<file path="src/rtl/sprite_loader_if.sv">
// UART-byte-in / sprite-RAM-write-out bundle for sprite_loader.
// The loader is the slave side; the UART feed plus RAM/status observer is the master side.
interface sprite_loader_if #(
  parameter int ADDR_WIDTH = 10
);
  logic                  i_Rx_DV;
  logic [7:0]            i_Rx_Byte;
  logic                  o_Wr_En;
  logic                  o_Wr_Sel;
  logic [ADDR_WIDTH-1:0] o_Wr_Addr;
  logic [8:0]            o_Wr_Data;
  logic                  o_Busy;
  logic                  o_Done;
  logic                  o_Error;

  modport master (
    output i_Rx_DV, i_Rx_Byte,
    input  o_Wr_En, o_Wr_Sel, o_Wr_Addr, o_Wr_Data, o_Busy, o_Done, o_Error
  );

  modport slave (
    input  i_Rx_DV, i_Rx_Byte,
    output o_Wr_En, o_Wr_Sel, o_Wr_Addr, o_Wr_Data, o_Busy, o_Done, o_Error
  );
endinterface

</file>
<file path="src/rtl/sprite_loader.sv">
// Turns a UART byte stream (header 0xA0|sel, then hi/lo pixel pairs) into RGB333 sprite RAM writes.
// Define SPRITE_LOADER_CHECKSUM_EN to require a trailing XOR byte over all pixel bytes.
module sprite_loader #(
  parameter int TILE_SIZE      = 32,
  parameter int ADDR_WIDTH     = 10,
  parameter int TIMEOUT_CYCLES = 2500000
) (
  input  logic           i_Clk,
  input  logic           i_Rst_L,
  sprite_loader_if.slave bus
);

  localparam int                    N_PIX     = TILE_SIZE * TILE_SIZE;
  localparam int                    TMO_W     = $clog2(TIMEOUT_CYCLES + 1);
  localparam logic [ADDR_WIDTH-1:0] LAST_ADDR = ADDR_WIDTH'(N_PIX - 1);
  localparam logic [TMO_W-1:0]      TMO_LAST  = TMO_W'(TIMEOUT_CYCLES - 1);

`ifdef SPRITE_LOADER_CHECKSUM_EN
  typedef enum logic [1:0] {S_IDLE, S_PIX_HI, S_PIX_LO, S_CHECK} state_t;
`else
  typedef enum logic [1:0] {S_IDLE, S_PIX_HI, S_PIX_LO} state_t;
`endif

  state_t                state_q, state_d;
  logic [ADDR_WIDTH-1:0] pix_cnt_q;
  logic [TMO_W-1:0]      tmo_cnt_q;
  logic                  hi_bit_q;
  logic                  wr_en_d, done_d, error_d;
  logic                  hdr_byte, last_pix, tmo_hit;

`ifdef SPRITE_LOADER_CHECKSUM_EN
  logic [7:0] csum_q;
  logic       csum_ok;
  assign csum_ok = (bus.i_Rx_Byte == csum_q);
`endif

  assign hdr_byte = (bus.i_Rx_Byte[7:1] == 7'b1010_000);
  assign last_pix = (pix_cnt_q == LAST_ADDR);
  // A byte on the expiry cycle keeps the frame alive.
  assign tmo_hit  = (state_q != S_IDLE) && !bus.i_Rx_DV && (tmo_cnt_q == TMO_LAST);
  assign bus.o_Busy = (state_q != S_IDLE);

  // NOTE: sequential state uses non-blocking assignments so every flop samples pre-edge values.
  always_ff @(posedge i_Clk or negedge i_Rst_L) begin
    if (!i_Rst_L) state_q <= S_IDLE;
    else          state_q <= state_d;
  end

  // NOTE: every combinational output gets a default first, so no path can infer a latch.
  always_comb begin
    state_d = state_q;
    if (tmo_hit) begin
      state_d = S_IDLE;
    end else if (bus.i_Rx_DV) begin
      case (state_q)
        S_IDLE:   if (hdr_byte) state_d = S_PIX_HI;
        S_PIX_HI: state_d = S_PIX_LO;
        S_PIX_LO: begin
          if (!last_pix)
            state_d = S_PIX_HI;
          else
`ifdef SPRITE_LOADER_CHECKSUM_EN
            state_d = S_CHECK;
`else
            state_d = S_IDLE;
`endif
        end
        default:  state_d = S_IDLE;
      endcase
    end
  end

  always_comb begin
    wr_en_d = bus.i_Rx_DV && (state_q == S_PIX_LO);
`ifdef SPRITE_LOADER_CHECKSUM_EN
    done_d  = bus.i_Rx_DV && (state_q == S_CHECK) && csum_ok;
    error_d = tmo_hit || (bus.i_Rx_DV && (state_q == S_CHECK) && !csum_ok);
`else
    done_d  = wr_en_d && last_pix;
    error_d = tmo_hit;
`endif
  end

  always_ff @(posedge i_Clk or negedge i_Rst_L) begin
    if (!i_Rst_L) begin
      bus.o_Wr_En   <= 1'b0;
      bus.o_Wr_Sel  <= 1'b0;
      bus.o_Wr_Addr <= '0;
      bus.o_Wr_Data <= '0;
      bus.o_Done    <= 1'b0;
      bus.o_Error   <= 1'b0;
      pix_cnt_q     <= '0;
      tmo_cnt_q     <= '0;
      hi_bit_q      <= 1'b0;
`ifdef SPRITE_LOADER_CHECKSUM_EN
      csum_q        <= '0;
`endif
    end else begin
      bus.o_Wr_En <= wr_en_d;
      bus.o_Done  <= done_d;
      bus.o_Error <= error_d;

      if (bus.i_Rx_DV || tmo_hit || (state_q == S_IDLE)) tmo_cnt_q <= '0;
      else                                               tmo_cnt_q <= tmo_cnt_q + TMO_W'(1);

      if (bus.i_Rx_DV) begin
        case (state_q)
          S_IDLE: begin
            if (hdr_byte) begin
              bus.o_Wr_Sel <= bus.i_Rx_Byte[0];
              pix_cnt_q    <= '0;
`ifdef SPRITE_LOADER_CHECKSUM_EN
              csum_q       <= '0;
`endif
            end
          end
          S_PIX_HI: begin
            hi_bit_q <= bus.i_Rx_Byte[0];
`ifdef SPRITE_LOADER_CHECKSUM_EN
            csum_q   <= csum_q ^ bus.i_Rx_Byte;
`endif
          end
          S_PIX_LO: begin
            bus.o_Wr_Addr <= pix_cnt_q;
            bus.o_Wr_Data <= {hi_bit_q, bus.i_Rx_Byte};
            // Hold at the final address so a 2**ADDR_WIDTH == N_PIX build never wraps.
            if (!last_pix) pix_cnt_q <= pix_cnt_q + ADDR_WIDTH'(1);
`ifdef SPRITE_LOADER_CHECKSUM_EN
            csum_q        <= csum_q ^ bus.i_Rx_Byte;
`endif
          end
          default: ;
        endcase
      end
    end
  end

endmodule

</file>
<file path="src/flat_wrapper.sv">
// flat-port wrapper written by rule: the top's interface ports become plain ports
module sprite_loader_flat 
#(
  parameter int TILE_SIZE      = 32,
  parameter int ADDR_WIDTH     = 10,
  parameter int TIMEOUT_CYCLES = 2500000
)
  (i_Clk, i_Rst_L, bus_i_Rx_DV, bus_i_Rx_Byte, bus_o_Wr_En, bus_o_Wr_Sel, bus_o_Wr_Addr, bus_o_Wr_Data, bus_o_Busy, bus_o_Done, bus_o_Error);
  sprite_loader_if #(.ADDR_WIDTH(ADDR_WIDTH)) bus_i ();
  input  logic i_Clk;
  input  logic i_Rst_L;
  input wire logic [$bits(bus_i.i_Rx_DV)-1:0] bus_i_Rx_DV;
  input wire logic [$bits(bus_i.i_Rx_Byte)-1:0] bus_i_Rx_Byte;
  output wire logic [$bits(bus_i.o_Wr_En)-1:0] bus_o_Wr_En;
  output wire logic [$bits(bus_i.o_Wr_Sel)-1:0] bus_o_Wr_Sel;
  output wire logic [$bits(bus_i.o_Wr_Addr)-1:0] bus_o_Wr_Addr;
  output wire logic [$bits(bus_i.o_Wr_Data)-1:0] bus_o_Wr_Data;
  output wire logic [$bits(bus_i.o_Busy)-1:0] bus_o_Busy;
  output wire logic [$bits(bus_i.o_Done)-1:0] bus_o_Done;
  output wire logic [$bits(bus_i.o_Error)-1:0] bus_o_Error;
  assign bus_i.i_Rx_DV = bus_i_Rx_DV;
  assign bus_i.i_Rx_Byte = bus_i_Rx_Byte;
  assign bus_o_Wr_En = bus_i.o_Wr_En;
  assign bus_o_Wr_Sel = bus_i.o_Wr_Sel;
  assign bus_o_Wr_Addr = bus_i.o_Wr_Addr;
  assign bus_o_Wr_Data = bus_i.o_Wr_Data;
  assign bus_o_Busy = bus_i.o_Busy;
  assign bus_o_Done = bus_i.o_Done;
  assign bus_o_Error = bus_i.o_Error;
  sprite_loader #(.TILE_SIZE(TILE_SIZE), .ADDR_WIDTH(ADDR_WIDTH), .TIMEOUT_CYCLES(TIMEOUT_CYCLES)) u_core (.i_Clk(i_Clk), .i_Rst_L(i_Rst_L), .bus(bus_i));
endmodule
</file>
<file path="config.mk">
export PLATFORM = sky130hd
export DESIGN_NAME = sprite_loader_flat
export DESIGN_NICKNAME = d
export VERILOG_FILES = /design/src/rtl/sprite_loader_if.sv /design/src/rtl/sprite_loader.sv /design/src/flat_wrapper.sv
export SDC_FILE = /design/constraint.sdc
export NUM_CORES = 1
export LEC_CHECK = 0
export ABC_AREA = 1
export ABC_CLOCK_PERIOD_IN_PS = 2200
export BUFFER_PORTS_ARGS = -buffer_cell sky130_fd_sc_hd__buf_2
export CAP_MARGIN = 5
export CELL_PAD_IN_SITES_DETAIL_PLACEMENT = 0
export CELL_PAD_IN_SITES_GLOBAL_PLACEMENT = 1
export CORE_AREA = 2 2 67 116
export CTS_CLUSTER_DIAMETER = 200
export CTS_CLUSTER_SIZE = 24
export DETAILED_ROUTE_END_ITERATION = 10
export DIE_AREA = 0 0 69 118
export PLACE_DENSITY = 0.79
export SETUP_SLACK_MARGIN = 0.3
export SLEW_MARGIN = 20
export SYNTH_ARGS = -nofsm -noshare
export SYNTH_HDL_FRONTEND = slang
export SYNTH_SLANG_ARGS = --single-unit
</file>
<file path="constraint.sdc">
create_clock -name i_Clk -period 2.2 [get_ports i_Clk]
set_clock_uncertainty 0.2 [all_clocks]
set_input_delay 0.44 -clock i_Clk [delete_from_list [all_inputs] [get_ports i_Clk]]
set_output_delay 0.44 -clock i_Clk [all_outputs]
set_load 0.02 [all_outputs]
</file>
Word-level counts from Yosys, hierarchy flattened
Cells that the tools add are included.
Widths: inputs -> output; s select.
Word-level totals
  register bits: 58
  output and inout bits: 24
  logic and storage cells: 45
Cells by class
  add/subtract/negate cells: 2
  equality and inequality tests: 8
  muxes and demuxes: 9
  reductions and logical operators: 16
Operators with widths (count)
  $add 22x1->22 const B: 1
  $eq 22x22->1 const B: 1
  $mux 22: 1
  $mux 10: 2
  $pmux 10 s2: 1
  $add 10x1->10 const B: 1
  $eq 10x10->1 const B: 1
  $eq 7x7->1 const B: 1
  $mux 2: 3
  $pmux 2 s3: 1
  $reduce_and 2->1: 3
  $reduce_bool 2->1: 3
  $logic_and 1x1->1: 4
  $reduce_and 4->1: 1
  $ne 3x1->1 const B: 1
  $reduce_and 3->1: 1
  $eq 2x1->1 const B: 1
  $eq 2x2->1 const B: 1
  $logic_not 2->1: 1
  $logic_or 1x1->1: 2
  $ne 2x1->1 const B: 1
  $ne 2x2->1 const B: 1
  $logic_not 1->1: 1
  $mux 1: 1

Depth between registers and ports, before layout
Gate-level depths: netlist (run 1).
  depth in word-level cells: 6
  mapped depth: 10
  gate-level depth less buffers: 9

Worst setup path before layout (run 1)
No wires, ideal clock.
  kind: register -> register
  start: reg u_core.pix_cnt_q[0]
  end: reg u_core.pix_cnt_q[4]
  arrival time: 1.259 ns
  data required time: 1.874 ns
  slack: 0.615 ns
  stages on the path, launching flop included: 8
  period minus slack after synthesis: 1.585 ns
  cell sequence: dfrtp_1 ha_1 nand2_1 nor2_1 nand4_1 nand3_2 buf_6 o21ai_0
Between the ends
  longest elaborated chain between the ends: 3
  elaborated cells on any way between the ends: 6
RTL lines
  start, declared: line sprite_loader.sv:25  | logic [ADDR_WIDTH-1:0] pix_cnt_q;
  start signal, assigned: line sprite_loader.sv:127  | if (!last_pix) pix_cnt_q <= pix_cnt_q + ADDR_WIDTH'(1);
  $add 10x1->10 / $eq 10x10->1 (equally long branches): line sprite_loader.sv:127, sprite_loader.sv:38
  $mux 10 / $ne 2x2->1 (equally long branches)
  $pmux 10 s2 / $reduce_and 4->1 (equally long branches)
Several ways; a longest one is shown, not always the timed one. The select of a mux whose other input is x is not followed.
A chain may end at the register's enable or synchronous reset.

Worst setup path after layout (run 1)
  start: reg u_core.state_q[0]
  end: out bus_o_Busy
Between the ends
  longest elaborated chain between the ends: 1
RTL lines
  start, declared: line sprite_loader.sv:24  | state_t state_q, state_d;
  start signal, assigned: line sprite_loader.sv:46  | else state_q <= state_d;
  $reduce_bool 2->1: line sprite_loader.sv:41  | assign bus.o_Busy = (state_q != S_IDLE);
  end, declared: line flat_wrapper.sv:18  | output wire logic [$bits(bus_i.o_Busy)-1:0] bus_o_Busy;
Every way passes these cells.

==> impl_metrics.csv, run 1 <==
group,metric,value,unit
global_routing,grt_pass1_wl,12.7,mm
cells_and_area,utilization,0.503,
global_routing,grt_overflow,0,
run_status,status,"finished clean",
sta,fin_tns_setup,0,ns
critical_path,path_cells,"nor2_4 -> inv_1 -> buf_2",
cts,path_clk_slew,0.05,ns
cells_and_area,syn2layout_area_growth,20.5,%
synthesis,yosysTopAreaCell,"dfrtp_1",
critical_path,worstPathMaxFanout,7,
die,ios,35,
cells_and_area,drive_above_1_share,0.182,
place,dp_hpwl,5.83,mm
critical_path,path_delay_family,"flip-flops",
sta,setup_viol,0,
cells_and_area,nNetsFinal,452,
synthesis,synthTopCellsByArea,"dfrtp_1 (48%), nand2_1 (17%), nor2_1 (9.0%)",
place,place_congestion,0.904,
synthesis,ys_seq_area_frac,0.484,
global_routing,grt_max_degree,39,
route,drt_iter0_drc,123,
critical_path,critPathKind,"flip-flop to primary output",
cells_and_area,final_cell_mix,"nand2_1 (132), nor2_1 (69), dfrtp_1 (56), inv_1 (37), buf_2 (34)",
critical_path,crit_arrival,1.17,ns
route,wl_per_cell,15.1,um
sta,hold_viol,0,
sta,tightest_slew,0.528,ns
die,coreArea,7180,um^2
cells_and_area,n_antenna_cell,0,
sta,min_period_over_period,0.821,
power,p_per_area,999,nW/um^2
global_routing,antenna_found_initial,0,
die,fp.dieW,69,um
global_routing,track_usage,0.204,
critical_path,slowest_stage,"dfrtp_2",
synthesis,syn-instance-count,393,
synthesis,synthDistinctLibCells,22,
die,rows,41,
route,drtPass1Iterations,5,
cts,cts_buffer_depth,2,
critical_path,critPathLaunchType,"flip-flop",
route,routed_wl,7.98,mm
synthesis,synth-seq-cells,58,
cells_and_area,final_area,3620,um^2
cells_and_area,final_common_cell,"nand2_1",
min_path,hp-class,"input port to flip-flop",
cts,worstSkewPairLatency,0.33,ns
route,vias,2649,
critical_path,required,1.56,ns
route,drc,0,
die,fp.dieArea,8140,um^2
sta,fin_crit,1.81,ns
synthesis,syn_nets,406,
synthesis,synth_area_per_cell,7.63,um^2
flow_run,cap_viol_max_count,0,
critical_path,cp_slowest_stage_delay,0.47,ns
place,port_buffers,34,
cts,cts_sinks,58,
synthesis,yosysWarnings,0,
global_routing,grt_pass1_vias,2625,
cts,cts_buffers,9,
cts,cts_root_buf,"clkbuf_16",
power,power,3.61,mW
sta,rsz0062_at_grt,"no",
die,initial_core_util,0.418,
critical_path,critPathCaptureType,"primary output",
cts,cts_tree,"built",
critical_path,path_buf_inv,2,
synthesis,synth_top_area_share,0.484,
sta,slew_headroom,0.648,
sta,fmax,554,MHz
place,placed_area,3260,um^2
power,leakage,1.66,nW
route,ant_nets,0,
cts,h-tree-depth,3,
cells_and_area,n_fill_cell,757,
sta,drv_slew,0,
synthesis,synthesis.area,3000,um^2
power,vdd_drop_max,0.787,mV
route,viasPerCell,5.00,
die,die_y,118,um
[flip-flops by register name, summed over array words and instances (netlist names)]
signal	cells
u_core.bus.o_Done	1
u_core.bus.o_Wr_Sel	1
u_core.bus.o_Error	1
u_core.state_q	2
u_core.bus.o_Wr_En	1
u_core.tmo_cnt_q	22
u_core.bus.o_Wr_Data	9
u_core.pix_cnt_q	10
u_core.hi_bit_q	1
u_core.bus.o_Wr_Addr	10
[metal layers]
layer,track usage,routed length [um],vias to the layer above,part of all wire
met5,0,0,-,0
met4,0.146,478,0,0.060
met3,0.0428,208,28,0.026
met2,0.368,4470,47,0.56
met1,0.202,2830,1255,0.35
li1,-,-,1319,-
[final timing paths]
path,from,endpoint,slack (ns),cells past startpoint
max in group asynchronous,i_Rst_L,u_core.state_q[0],0.77,3
max,u_core.state_q[0],bus_o_Busy,0.39,3
min in group asynchronous,i_Rst_L,u_core.tmo_cnt_q[3],0.43,2
max reg2reg,u_core.state_q[1],u_core.bus.o_Wr_Addr[6],0.42,8
min,bus_i_Rx_Byte[1],u_core.bus.o_Wr_Data[1],0.13,3
min reg2reg,u_core.bus.o_Wr_Data[7],u_core.bus.o_Wr_Data[7],0.26,2
[cell usage after synthesis, drive strengths merged]
library cell / n
nand2: 134
nor2: 76
dfrtp: 58
inv: 39
nand3: 27
o21ai: 23
xor2: 14
buf: 7
nand4: 5
nor3: 3
a21oi: 2
ha: 2
nand3b: 1
nor4: 1
or2: 1
[area by class of cell]
type	instances	area [um^2]	share of cell area
Sequential cell	58	1450	0.402
Multi-Input combinational cell	291	1400	0.387
Clock buffer	13	250	0.0692
Timing Repair Buffer	40	243	0.0671
Inverter	39	146	0.0405
Tap cell	86	108	0.0298
Clock inverter	3	15.0	0.00415
[where the power goes]
group	switching, mW	internal (mW)
registers	0.140	1.25
logic	0.649	0.322
clock network	0.464	0.785
total	1.25	2.36
[kinds of logic (layout without fill, tap and decap cells)]
group                    Yosys count  count (layout)  share of synthesized area
AO/OA/AOI/OAI                     25              25                     0.0530
buffers and inverters             46              95                     0.0717
AND/OR/NAND/NOR                  248             250                      0.342
adder cells (fa/ha/maj)            2               2                    0.00834
XOR/XNOR                          14              14                     0.0409
flip-flops                        58              58                      0.484
[worst min-delay path: cells and delay by family]
family	cells	cell delay, ns
simple gates	2	0.09
buf+inv	1	0.09
[stage by stage]
step	std cells	setup slack (ns)	hold slack (ns)
after global routing	530	0.302	0.128
after detailed placement	510	0.190	0.241
final	530	0.394	0.127
after floorplan	393	0.615	-0.0556
after global placement	510	0.244	0.234
after CTS	528	0.319	0.115
[repair_timing]
| item | in CTS | in global routing |
|---|---|---|
| hold buffers | 1 | 0 |
| gates cloned | 0 | 2 |
| endpoints found under the hold margin | 20 | 0 |
| setup buffers | 1 | 0 |
| endpoints found under the setup margin | 22 | 33 |
| resized for setup | 1 | 12 |
| pin swaps | 1 | 1 |
Power figures use the tool's default switching activity.
==> run 2: changes to the inputs <==
--- a/config.mk
+++ b/config.mk
@@ -6,7 +6,7 @@
 export NUM_CORES = 1
 export LEC_CHECK = 0
 export ABC_AREA = 1
-export ABC_CLOCK_PERIOD_IN_PS = 2200
+export ABC_CLOCK_PERIOD_IN_PS = 1800
 export BUFFER_PORTS_ARGS = -buffer_cell sky130_fd_sc_hd__buf_2
 export CAP_MARGIN = 5
 export CELL_PAD_IN_SITES_DETAIL_PLACEMENT = 0
==> constraint.sdc (replaced) <==
create_clock -name i_Clk -period 1.8 [get_ports i_Clk]
set_clock_uncertainty 0.2 [all_clocks]
set_input_delay 0.36 -clock i_Clk [delete_from_list [all_inputs] [get_ports i_Clk]]
set_output_delay 0.36 -clock i_Clk [all_outputs]
set_load 0.02 [all_outputs]
==> run 2 against run 1 <==
Against the previous run: critical endpoint unchanged; cell count grew 9.8%; sequential power increased by 20%; combinational power is 82% higher; via count up 9.3%; largest power group is now combinational logic; cell area grew 19%.
==> impl_metrics.csv, run 2 (synthesized netlist as in run 1, its figures left out) <==
group,metric,value,unit
run_status,status,"finished clean",
die,die_y,118,um
power,power,5.04,mW
die,coreArea,7180,um^2
cells_and_area,n_antenna_cell,0,
cts,h-tree-depth,3,
sta,fmax,602,MHz
global_routing,grt_pass1_vias,3018,
sta,slew_headroom,0.755,
sta,setup_viol,0,
die,fp.dieArea,8140,um^2
global_routing,grt_pass1_wl,14.2,mm
sta,fin_crit,1.66,ns
sta,min_period_over_period,0.923,
cells_and_area,stdcell_count,582,
route,drtPass1Iterations,4,
cells_and_area,final_area,4290,um^2
critical_path,crit_arrival,1.10,ns
critical_path,critPathKind,"flip-flop to primary output",
cells_and_area,n_fill_cell,668,
route,routed_wl,8.64,mm
flow_run,cap_viol_max_count,0,
cells_and_area,final_common_cell,"nand2_1",
cells_and_area,nNetsFinal,504,
route,viasPerCell,4.97,
route,vias,2895,
cts,cts_buffers,9,
global_routing,antenna_found_initial,0,
cells_and_area,top_regs,"u_core.tmo_cnt_q: 22 flops, u_core.bus.o_Wr_Addr: 10 flops, u_core.pix_cnt_q: 10 flops",
cells_and_area,top_register,"u_core.tmo_cnt_q",
cells_and_area,final_cell_mix,"nand2_1 (122), dfrtp_1 (54), buf_4 (47), nor2_1 (44), buf_2 (33)",
global_routing,grt_max_degree,47,
route,ant_nets,0,
place,numPlacedInstances,529,
critical_path,critPathLaunchType,"flip-flop",
global_routing,grt_overflow,0,
cts,worstSkewPairLatency,0.33,ns
sta,fin_tns_setup,0,ns
place,placed_area,3440,um^2
power,p_per_area,1170,nW/um^2
sta,tightest_slew,0.366,ns
power,leakage,1.97,nW
sta,rsz0062_at_grt,"yes",
critical_path,critPathCaptureType,"primary output",
min_path,hp-class,"input port to flip-flop",
cts,path_clk_slew,0.05,ns
place,place_congestion,0.870,
place,port_buffers,34,
cells_and_area,largest_register_ffs,22,
die,fp.dieW,69,um
die,initial_core_util,0.418,
cts,cts_buffer_depth,2,
cts,cts_sinks,58,
die,rows,41,
route,wl_per_cell,14.8,um
cts,cts_root_buf,"clkbuf_16",
global_routing,track_usage,0.224,
place,dp_hpwl,5.83,mm
route,drt_iter0_drc,87,
power,vdd_drop_max,0.695,mV
critical_path,required,1.24,ns
die,ios,35,
cts,cts_tree,"built",
sta,hold_viol,0,
sta,drv_slew,0,
route,drc,0,
cells_and_area,syn2layout_area_growth,43.0,%
critical_path,worstPathMaxFanout,2,
cells_and_area,drive_above_1_share,0.381,
run 2: what timing repair did:
action,in CTS,in global routing
hold buffers,1,0
setup endpoints to repair,54,56
setup buffers,22,11
endpoints found under the hold margin,12,0
cloned,3,0
pin swaps,18,19
gates resized for setup,36,48
run 2: power breakdown:
group / internal [mW] / switching (mW)
combinational: 0.762 / 1.00
clock: 1.04 / 0.568
sequential: 1.53 / 0.137
total: 3.33 / 1.71
run 2: through the flow:
stage          hold WS (ns)  setup WS (ns)   util
5_1_grt              0.0546         0.0778  0.597
3_3_place_gp         0.0782         0.0429  0.480
4_1_cts              0.0479          0.126  0.566
2_1_floorplan        -0.136          0.261      -
3_5_place_dp         0.0767        0.00852  0.480
6_report             0.0546          0.138  0.597
run 2: area by class of cell:
class,instances,area [um^2],area share
clock buffers,14,274,0.0639
clock inverters,2,10.0,0.00233
inverters,39,154,0.0359
multi-input cells,290,1570,0.365
flip-flops and latches,58,1460,0.339
well taps,86,108,0.0251
repair buffers,92,712,0.166
repair inverters,1,11.3,0.00262
run 2: path summary, 6_finish.rpt:
kind / to / slack [ns] / cells after the start / startpoint
min reg2reg: u_core.bus.o_Wr_Data[3] / 0.26 / 2 / u_core.bus.o_Wr_Data[3]
max: bus_o_Busy / 0.14 / 4 / u_core.state_q[0]
min: u_core.bus.o_Wr_Data[7] / 0.05 / 3 / bus_i_Rx_Byte[7]
max in group asynchronous: u_core.tmo_cnt_q[20] / 0.56 / 3 / i_Rst_L
max reg2reg: u_core.tmo_cnt_q[14] / 0.15 / 9 / u_core.tmo_cnt_q[7]
min in group asynchronous: u_core.tmo_cnt_q[5] / 0.26 / 2 / i_Rst_L
run 2: metal layers:
layer  up-vias  routed length [um]  GRT usage
met5         -                   0          0
met4         0                 441      0.145
met3        34                 232     0.0522
met2        58                4920      0.410
met1      1386                3050      0.217
li1       1417                   -          -
run 2: critical path, cell delays in order, from the launching register on:
cell	delay (ns)
dfrtp_1	0.40
nor2_4	0.13
buf_6	0.11
inv_2	0.03
buf_6	0.12
